$ cat src/rtl/speaker_i2s_tx.sv
// speaker_i2s_tx: stereo 16-bit I2S transmitter for the CS4344 Pmod DAC.
// A free-running 9-bit frame counter (512 clk per frame) generates MCLK
// (clk/4), SCK (clk/16) and LRCK (clk/512) directly from counter bits. One
// L/R pair is latched once per frame and serialized MSB first with the I2S
// one-bit delay.
//
// Ports:
//   clk          system clock (100 MHz)
//   rst          asynchronous active-high reset
//   audio_left   left sample, two's complement
//   audio_right  right sample, two's complement
//   audio_mclk   DAC master clock, clk/4
//   audio_lrck   word select, 0 = left, 1 = right
//   audio_sck    serial bit clock, clk/16
//   audio_sdin   serial data, registered, changes on SCK falling edges
//   frame_start  one-clk pulse on the cycle the new L/R pair is latched
module speaker_i2s_tx (
    input  logic        clk,
    input  logic        rst,
    input  logic [15:0] audio_left,
    input  logic [15:0] audio_right,
    output logic        audio_mclk,
    output logic        audio_lrck,
    output logic        audio_sck,
    output logic        audio_sdin,
    output logic        frame_start
);

    localparam int unsigned CNT_W    = 9;
    localparam int unsigned SAMPLE_W = 16;
    localparam int unsigned SLOT_W   = 4;

    logic [CNT_W-1:0]    cnt;
    logic [CNT_W-1:0]    cnt_nxt;
    logic [SAMPLE_W-1:0] left_q;
    logic [SAMPLE_W-1:0] right_q;
    logic                prev_lsb;
    logic                prev_lsb_nxt;
    logic                sdin_q;
    logic                sdin_nxt;
    logic                last;
    logic [SLOT_W-1:0]   slot_nxt;
    logic [SLOT_W-1:0]   bit_idx;
    logic                ch_nxt;

    // Frame counter wraps naturally at 512.
    assign cnt_nxt = cnt + CNT_W'(1);
    assign last    = (cnt == {CNT_W{1'b1}});

    // The delayed-LSB bit as it will be after this edge; slot 0 of the new
    // frame must already carry the outgoing right word's LSB.
    assign prev_lsb_nxt = last ? right_q[0] : prev_lsb;

    // Serial bit for the slot the counter is about to enter.
    always_comb begin
        slot_nxt = cnt_nxt[7:4];
        ch_nxt   = cnt_nxt[8];
        bit_idx  = SLOT_W'(0) - slot_nxt;  // 16 - s for s = 1..15
        sdin_nxt = sdin_q;
        if (cnt_nxt[3:0] == SLOT_W'(0)) begin
            if (slot_nxt == SLOT_W'(0)) begin
                sdin_nxt = ch_nxt ? left_q[0] : prev_lsb_nxt;
            end else begin
                sdin_nxt = ch_nxt ? right_q[bit_idx] : left_q[bit_idx];
            end
        end
    end

    // Counter, sample shadow registers and serial data register.
    always_ff @(posedge clk or posedge rst) begin
        if (rst) begin
            cnt      <= '0;
            left_q   <= '0;
            right_q  <= '0;
            prev_lsb <= 1'b0;
            sdin_q   <= 1'b0;
        end else begin
            cnt      <= cnt_nxt;
            sdin_q   <= sdin_nxt;
            prev_lsb <= prev_lsb_nxt;
            if (last) begin
                left_q  <= audio_left;
                right_q <= audio_right;
            end
        end
    end

    // DAC clocks come straight from counter flops, so they are glitch-free.
    assign audio_mclk  = cnt[1];
    assign audio_sck   = cnt[3];
    assign audio_lrck  = cnt[8];
    assign audio_sdin  = sdin_q;
    assign frame_start = last;

endmodule

$ cat config.mk
export PLATFORM = sky130hd
export DESIGN_NAME = speaker_i2s_tx
export DESIGN_NICKNAME = d
export VERILOG_FILES = /design/src/rtl/speaker_i2s_tx.sv
export SDC_FILE = /design/constraint.sdc
export NUM_CORES = 1
export LEC_CHECK = 0
export BUFFER_PORTS_ARGS = -buffer_cell sky130_fd_sc_hd__buf_2
export CORE_MARGIN = 2
export CORE_UTILIZATION = 55
export DETAILED_ROUTE_END_ITERATION = 12
export PLACE_DENSITY_LB_ADDON = 0.1
export SLEW_MARGIN = 20
export SYNTH_ARGS = -nofsm -noshare
export SYNTH_HDL_FRONTEND = slang
export SYNTH_SLANG_ARGS = --single-unit
$ cat constraint.sdc
create_clock -name clk -period 5.85 [get_ports clk]
set_input_delay 0.8775 -clock clk [delete_from_list [all_inputs] [get_ports clk]]
set_output_delay 0.8775 -clock clk [all_outputs]
set_load 0.005 [all_outputs]
==> After elaboration in Yosys (flattened, before gate mapping) <==
Index checks and enable logic that the tools add are counted.
{ "word_totals": {"inputBits": 34, "out_inout_bits": 5, "reg_bits": 43} }
{ "classes": {"n_eq_ne": 1, "n_addsub": 2, "n_mux": 8, "n_reduce_logical": 2, "n_lt_le_gt_ge": 1} }
{ "op_table": {"columns": ["operator", "count"], "rows": [
  ["$add 9x1->9 const B", 1],
  ["$eq 9x9->1 const B", 1],
  ["$bmux 1 s4", 2],
  ["$logic_not 4->1", 2],
  ["$mux 1", 6],
  ["$lt 4x5->1 const B", 1],
  ["$sub 1x4->4 const A", 1]
]} }

==> Longest topological paths before layout <==
Gate-level depths: netlist of run 1.
{ "logic_depth": {"word_depth": 6, "depth_mapped": 10} }

==> Least setup slack after synthesis of run 1 <==
No wires, ideal clock.
{ "synth_timing": {"path_kind": "flip-flop to flip-flop", "from": "register cnt[1]", "to": "register sdin_q (netlist: audio_sdin)", "t_arrival_ns": 2.836, "slack_ns": 2.886, "t_required_ns": 5.722, "stages_incl_launch_ff": 10, "path_buffers": 1, "period_less_slack_ns": 2.964, "setup_ns": 0.128, "cell_sequence": "dfrtp_1 -> ha_1 -> and3_4 -> xnor2_4 -> ha_1 -> clkbuf_1 -> mux4_1 -> mux2_2 -> o311ai_1 -> o21ai_1"} }
{ "synth_between": {"elab_chain_cells": 6, "elab_cells_between_ends": 13, "classes_between": "2 x add/sub; 1 x eq/ne; 8 x mux; 2 x reduce/logical"} }
{ "synth_rtl": {"columns": ["item", "line_no", "source"], "rows": [
  ["start, declared", "33", "logic [CNT_W-1:0] cnt;"],
  ["start signal, assigned", "78", "cnt <= cnt_nxt;"],
  ["$add 9x1->9", "47", "assign cnt_nxt = cnt + CNT_W'(1);"],
  ["$sub 1x4->4", "58", "bit_idx = SLOT_W'(0) - slot_nxt;"],
  ["$bmux 1 s4", "64", "sdin_nxt = ch_nxt ? right_q[bit_idx] : left_q[bit_idx];"],
  ["$mux 1 (implied by the code)", "64", null],
  ["$mux 1", "64", null],
  ["$mux 1", "61", "if (slot_nxt == SLOT_W'(0)) begin"],
  ["end signal, assigned", "79", "sdin_q <= sdin_nxt;"],
  ["end, declared", "39", "logic sdin_q;"]
]} }
Parallel ways exist; a longest one is shown, timed or not. The select of a mux whose other input is x is not followed.
A chain may end at the register's enable or synchronous reset.

==> Worst setup path in the final report of run 1 <==
{ "layout_timing": {"from": "register cnt[1]", "to": "output port frame_start"} }
{ "layout_between": {"elab_chain_cells": 1} }
{ "layout_rtl": {"columns": ["item", "line_no", "source"], "rows": [
  ["$eq 9x9->1", "48", "assign last = (cnt == {CNT_W{1'b1}});"],
  ["end, declared", "26", "output logic frame_start"]
]} }
Every way passes these cells.

==> results of run 1 <==
==> critical path, cell delays in order (launching register included) <==
cell	delay (ns)
dfrtp_1	0.48
ha_1	0.25
nand3_1	0.09
nor2_1	0.11
ha_1	0.44
buf_4	0.39
buf_2	0.18
==> placed cells by master, fill, tap and decap left out, types with 4 or more instances in the layout <==
master / netlist / final
buf_2: 0 / 38
clkbuf_8: 0 / 6
dfrtp_1: 43 / 43
ha_1: 4 / 4
inv_1: 10 / 10
mux2_2: 34 / 34
mux4_1: 7 / 7
nand3_1: 8 / 8
nor2_1: 4 / 4
xor2_1: 5 / 5
==> metal layers <==
| metal | GRT usage | share of wire | up-vias |
|---|---|---|---|
| met3 | 0.0548 | 0.039 | 7 |
| met1 | 0.241 | 0.42 | 633 |
| met2 | 0.355 | 0.53 | 28 |
| li1 | - | - | 605 |
| met4 | 0.0755 | 0.019 | 0 |
| met5 | 0 | 0 | - |
==> state kept, by name (all words and copies together), names as in the netlist <==
name        cells
left_q         16
prev_lsb        1
audio_sdin      1
cnt             9
right_q        16
==> Yosys cell counts, drive strengths merged <==
master / n / area (µm²)
a2111oi: 1 / 8.76
a211o: 1 / 8.76
a21oi: 1 / 5.00
a31oi: 1 / 6.26
and2: 1 / 6.26
and3: 2 / 18.8
buf: 1 / 3.75
clkbuf: 5 / 18.8
dfrtp: 43 / 1080
ha: 4 / 50.1
inv: 10 / 37.5
mux2: 34 / 383
mux2i: 2 / 20.0
mux4: 8 / 206
nand2: 2 / 7.51
nand3: 8 / 40.0
nand4: 2 / 12.5
nor2: 4 / 15.0
nor4: 1 / 6.26
o21ai: 2 / 10.0
o311ai: 2 / 17.5
xnor2: 3 / 45.1
xor2: 5 / 43.8
xor3: 1 / 23.8
==> path summary, 6_finish.rpt <==
kind / from / to / slack (ns)
min reg2reg: left_q[1] / left_q[1] / 0.51
max in group asynchronous: rst / cnt[2] / 4.78
min: left_q[1] / left_q[1] / 0.51
max: cnt[1] / frame_start / 2.73
max reg2reg: cnt[1] / audio_sdin / 2.81
min in group asynchronous: rst / cnt[3] / 0.70
==> power groups by stage <==
stage	Clock (mW)	Sequential (mW)	Combinational, mW
after floorplan	0	0.303	0.00454
after global placement	0	0.303	0.0162
after detailed placement	0	0.303	0.0171
after CTS	0.243	0.297	0.0172
after global routing	0.254	0.297	0.0192
final	0.238	0.297	0.0165
==> kinds of logic after synthesis <==
family	count (synthesis)	share of synthesized area
DFF	43	0.520
muxes	44	0.294
xor gates and xnor gates	9	0.0544
AOI/OAI and AO/OA	8	0.0272
and+or+nand+nor	20	0.0514
adders and majority gates	4	0.0242
buffers and inverters	16	0.0290
==> area by class of cell <==
| type | instances | area (µm²) |
|---|---|---|
| Clock buffer | 6 | 82.6 |
| Clock inverter | 2 | 35.0 |
| Fill cell | 294 | 1200 |
| Inverter | 10 | 37.5 |
| Multi-Input combinational cell | 85 | 935 |
| Sequential cell | 43 | 1080 |
| Tap cell | 48 | 60.1 |
| Timing Repair Buffer | 40 | 205 |
==> per-stage QoR <==
stage / worst slack, ns / hold slack [ns] / instances
2_1_floorplan: 2.89 / 0.472 / 144
3_3_place_gp: 2.88 / 0.487 / 226
3_5_place_dp: 2.78 / 0.492 / 226
4_1_cts: 2.68 / 0.510 / 234
5_1_grt: 2.53 / 0.532 / 234
6_report: 2.73 / 0.508 / 234
==> results.py, run 1 <==
metrics = {
    "status": {
        "status": "finished clean",
    },
    "routing": {
        "totalWireLength_um": 3610,
        "drc": 0,
        "vias_per_cell": 5.44,
        "vias": 1273,
        "first_pass_iters": 4,
        "wl_per_cell_um": 15.4,
        "drtAntennaViolNets": 0,
        "drt_iter0_markers": 104,
    },
    "clock_tree": {
        "numCtsBuffers": 5,
        "cts_resized": 0,
        "root_buffer": "clkbuf_8",
        "cts.sinks": 43,
        "clockBufferDepth": 2,
        "cts-htree-levels": 2,
        "clock_latency_ns": 0.30,
        "cts_tree": "done",
        "clkTransAtPathRegs_ns": 0.08,
        "cts_setup_buffers": 0,
        "postCtsHoldBufs": 0,
    },
    "floorplanning": {
        "core_um2": 3630,
        "fp.dieH_um": 65.4,
        "pin_count": 39,
        "initial_core_util": 0.570,
        "dieArea_um2": 4270,
        "die_x_um": 65.4,
        "num_rows": 22,
    },
    "critical_path": {
        "critPathRequiredTime_ns": 4.97,
        "start_kind": "flip-flop",
        "cp.arrival_ns": 2.25,
        "rr_worst_depth": 8,
        "end_kind": "primary output",
        "path_class": "flip-flop to primary output",
        "path_max_fanout": 27,
    },
    "synthesis": {
        "ys_types": 28,
        "ys_ff_latch": 43,
        "seq_area_frac_synth": 0.520,
        "avgSynthCellArea_um2": 14.4,
        "synth_warnings": 0,
        "synthCells": 144,
        "syn-num-nets": 182,
        "syn_area_um2": 2070,
    },
    "timing": {
        "slew_headroom": 0.639,
        "fin_skew_ns": 0.00891,
        "setup_violations": 0,
        "hold_violations": 0,
        "setup_tns_ns": 0,
        "fin_crit_ns": 3.12,
        "rsz0062_at_grt": "false",
        "post-route-period-util": 0.534,
        "max_slew.worst_pin.slew_ns": 0.541,
        "clock.fmax_ghz": 0.320,
        "drv_slew": 0,
    },
    "power": {
        "finalPower_uw": 552,
        "seqPwrFrac": 0.538,
        "peakVddDrop_mv": 0.203,
        "leakagePower_nw": 1.28,
        "p_switching_uw": 109,
        "internal_power_uw": 443,
        "pwr-share-comb": 0.030,
        "netSwitchingFraction": 0.197,
        "pwr-share-clk": 0.432,
        "p_per_area_nw_per_um2": 227,
    },
    "cells_and_area": {
        "area_growth_pct": 17.4,
        "n_antenna_cell": 0,
        "fin_nets": 223,
        "design_area_um2": 2430,
        "post-route-util": 0.669,
        "drive_above_1_share": 0.462,
    },
    "placement": {
        "io_buffer_count": 38,
        "post_dp_cell_area_um2": 2310,
        "globalplace.congestion": 0.835,
        "hpwlAfterDp_um": 2660,
    },
    "global_route": {
        "grt_overflow": 0,
        "antenna_found_initial": 0,
        "grt_pass1_vias": 1400,
        "grt_max_degree": 44,
        "grtUsageTotal": 0.204,
        "grt_pass1_wl_um": 6480,
    },
    "hold_path": {
        "hold_depth": 1,
        "min_path_type": "flip-flop to flip-flop",
    },
    "flow_run": {
        "drv_cap": 0,
    },
}
(Power assumes the default switching activity.)
==> inputs of run 2 (changes only) <==
- CORE_UTILIZATION: 55 -> 49
- clock period: 5.85 -> 2.5 ns (I/O delays scaled with it)
==> results.py, run 2 (synthesis gave the netlist of run 1 again) <==
metrics = {
    "clock_tree": {
        "root_buffer": "clkbuf_8",
        "postCtsHoldBufs": 0,
        "clkTransAtPathRegs_ns": 0.08,
        "cts_tree": "done",
        "clockBufferDepth": 2,
        "clock_latency_ns": 0.29,
        "cts-htree-levels": 2,
        "cts.sinks": 43,
        "numCtsBuffers": 5,
    },
    "floorplanning": {
        "initial_core_util": 0.514,
        "dieArea_um2": 4760,
        "die_x_um": 69.0,
        "num_rows": 23,
        "pin_count": 39,
        "core_um2": 4030,
        "fp.dieH_um": 69.0,
    },
    "timing": {
        "clock.fmax_ghz": 0.395,
        "max_slew.worst_pin.slew_ns": 0.525,
        "post-route-period-util": 1.01,
        "drv_slew": 0,
        "hold_violations": 0,
        "slew_headroom": 0.650,
        "fin_skew_ns": 0.00829,
        "setup_tns_ns": -0.0306,
        "setup_ws_ns": -0.0306,
        "fin_crit_ns": 2.53,
        "rsz0062_at_grt": "true",
        "worst_hold_slack_ns": 0.200,
        "setup_violations": 1,
    },
    "routing": {
        "drtAntennaViolNets": 0,
        "vias": 1304,
        "drt_iter0_markers": 82,
        "totalWireLength_um": 3870,
        "vias_per_cell": 5.28,
        "first_pass_iters": 4,
        "drc": 0,
        "wl_per_cell_um": 15.7,
    },
    "global_route": {
        "grt_max_degree": 44,
        "grt_pass1_wl_um": 6690,
        "grtUsageTotal": 0.178,
        "antenna_found_initial": 0,
        "grt_pass1_vias": 1415,
        "grt_overflow": 0,
    },
    "power": {
        "leakagePower_nw": 1.33,
        "peakVddDrop_mv": 0.356,
        "p_per_area_nw_per_um2": 474,
    },
    "critical_path": {
        "path_class": "flip-flop to flip-flop",
        "path_max_fanout": 7,
        "end_kind": "flip-flop",
        "rr_worst_depth": 10,
        "r2r_setup_slack_ns": -0.03,
        "start_kind": "flip-flop",
        "cp.arrival_ns": 2.70,
        "critPathRequiredTime_ns": 2.67,
        "r2r_end": "audio_sdin",
        "reg2reg_from": "cnt[0]",
    },
    "cells_and_area": {
        "fin_nets": 234,
        "n_antenna_cell": 0,
        "drive_above_1_share": 0.523,
        "area_growth_pct": 23.4,
        "post-route-util": 0.634,
        "design_area_um2": 2550,
        "final_cell_mix": "dfrtp_1 (41), buf_2 (38), mux2_2 (33)",
        "top_regs": "left_q x16, right_q x16, cnt x9",
        "layout_commonest_cell": "dfrtp_1",
        "finalNonFillerCells": 247,
    },
    "hold_path": {
        "min_path_type": "primary input to asynchronous set/reset pin",
    },
    "placement": {
        "io_buffer_count": 38,
        "globalplace.congestion": 0.865,
        "hpwlAfterDp_um": 2750,
        "post_dp_cell_area_um2": 2380,
        "dp.cells": 234,
    },
    "status": {
        "status": "finished, violations left",
        "violations": "negative setup slack",
    },
    "flow_run": {
        "drv_cap": 0,
    },
}
==> run 2: changes by cell type in the layout (fill, tap and decap cells not counted), sizes merged <==
cell    before  now
bufinv       1    0
clkbuf       6    8
clkinv       1    0
buf         40   51
==> run 2: layout make-up <==
type | count | area, µm²
inverter | 10 | 37.5
clock buffer | 8 | 100
tap | 50 | 62.6
multi-input combinational | 85 | 985
sequential | 43 | 1080
fill | 324 | 1470
timing repair buffer | 51 | 292
==> run 2: metal layers <==
| metal | track usage | part of all wire | wire (µm) |
|---|---|---|---|
| met1 | 0.222 | 0.45 | 1750 |
| met2 | 0.284 | 0.49 | 1900 |
| met3 | 0.0556 | 0.043 | 168 |
| met4 | 0.0784 | 0.013 | 51 |
| met5 | 0 | 0 | 0 |
==> run 2: worst max-delay path, cell delays in order (launching register included) <==
cell and delay (ns):
dfrtp_2 0.43, ha_4 0.16, and3_4 0.16, xnor2_4 0.14, ha_4 0.33, buf_4 0.12
mux4_1 0.53, mux2i_1 0.18, nand3_1 0.15, o311ai_4 0.09, o21ai_1 0.10
==> run 2: stage by stage <==
step	total power, mW	setup WS, ns
after floorplan	0.719	-0.131
after global placement	0.746	0.0548
after detailed placement	0.748	-0.0229
after CTS	1.23	0.00000311
after global routing	1.26	-0.131
final	1.21	-0.0306
==> run 2: worst max path at each step <==
stage               startpoint    endpoint  slack, ns  cells after the start
finish                  cnt[0]  audio_sdin      -0.03                     10
global route            cnt[3]  audio_sdin      -0.13                     10
CTS                     cnt[0]  audio_sdin   0.000003                      8
detailed placement      cnt[0]  audio_sdin      -0.02                      8
global placement        cnt[0]  audio_sdin       0.05                      8
floorplan               cnt[1]  audio_sdin      -0.13                      9
==> run 2: what timing repair did <==
action	in CTS	in global routing
setup buffers	2	3
endpoints found under the setup margin	1	1
resized for setup	3	2
pin swaps	1	5
==> run 2: power breakdown <==
part	internal [mW]	switching [mW]	total (mW)
clock	0.252	0.226	0.478
combinational	0.0191	0.0190	0.0381
sequential	0.695	0	0.695
total	0.966	0.245	1.21
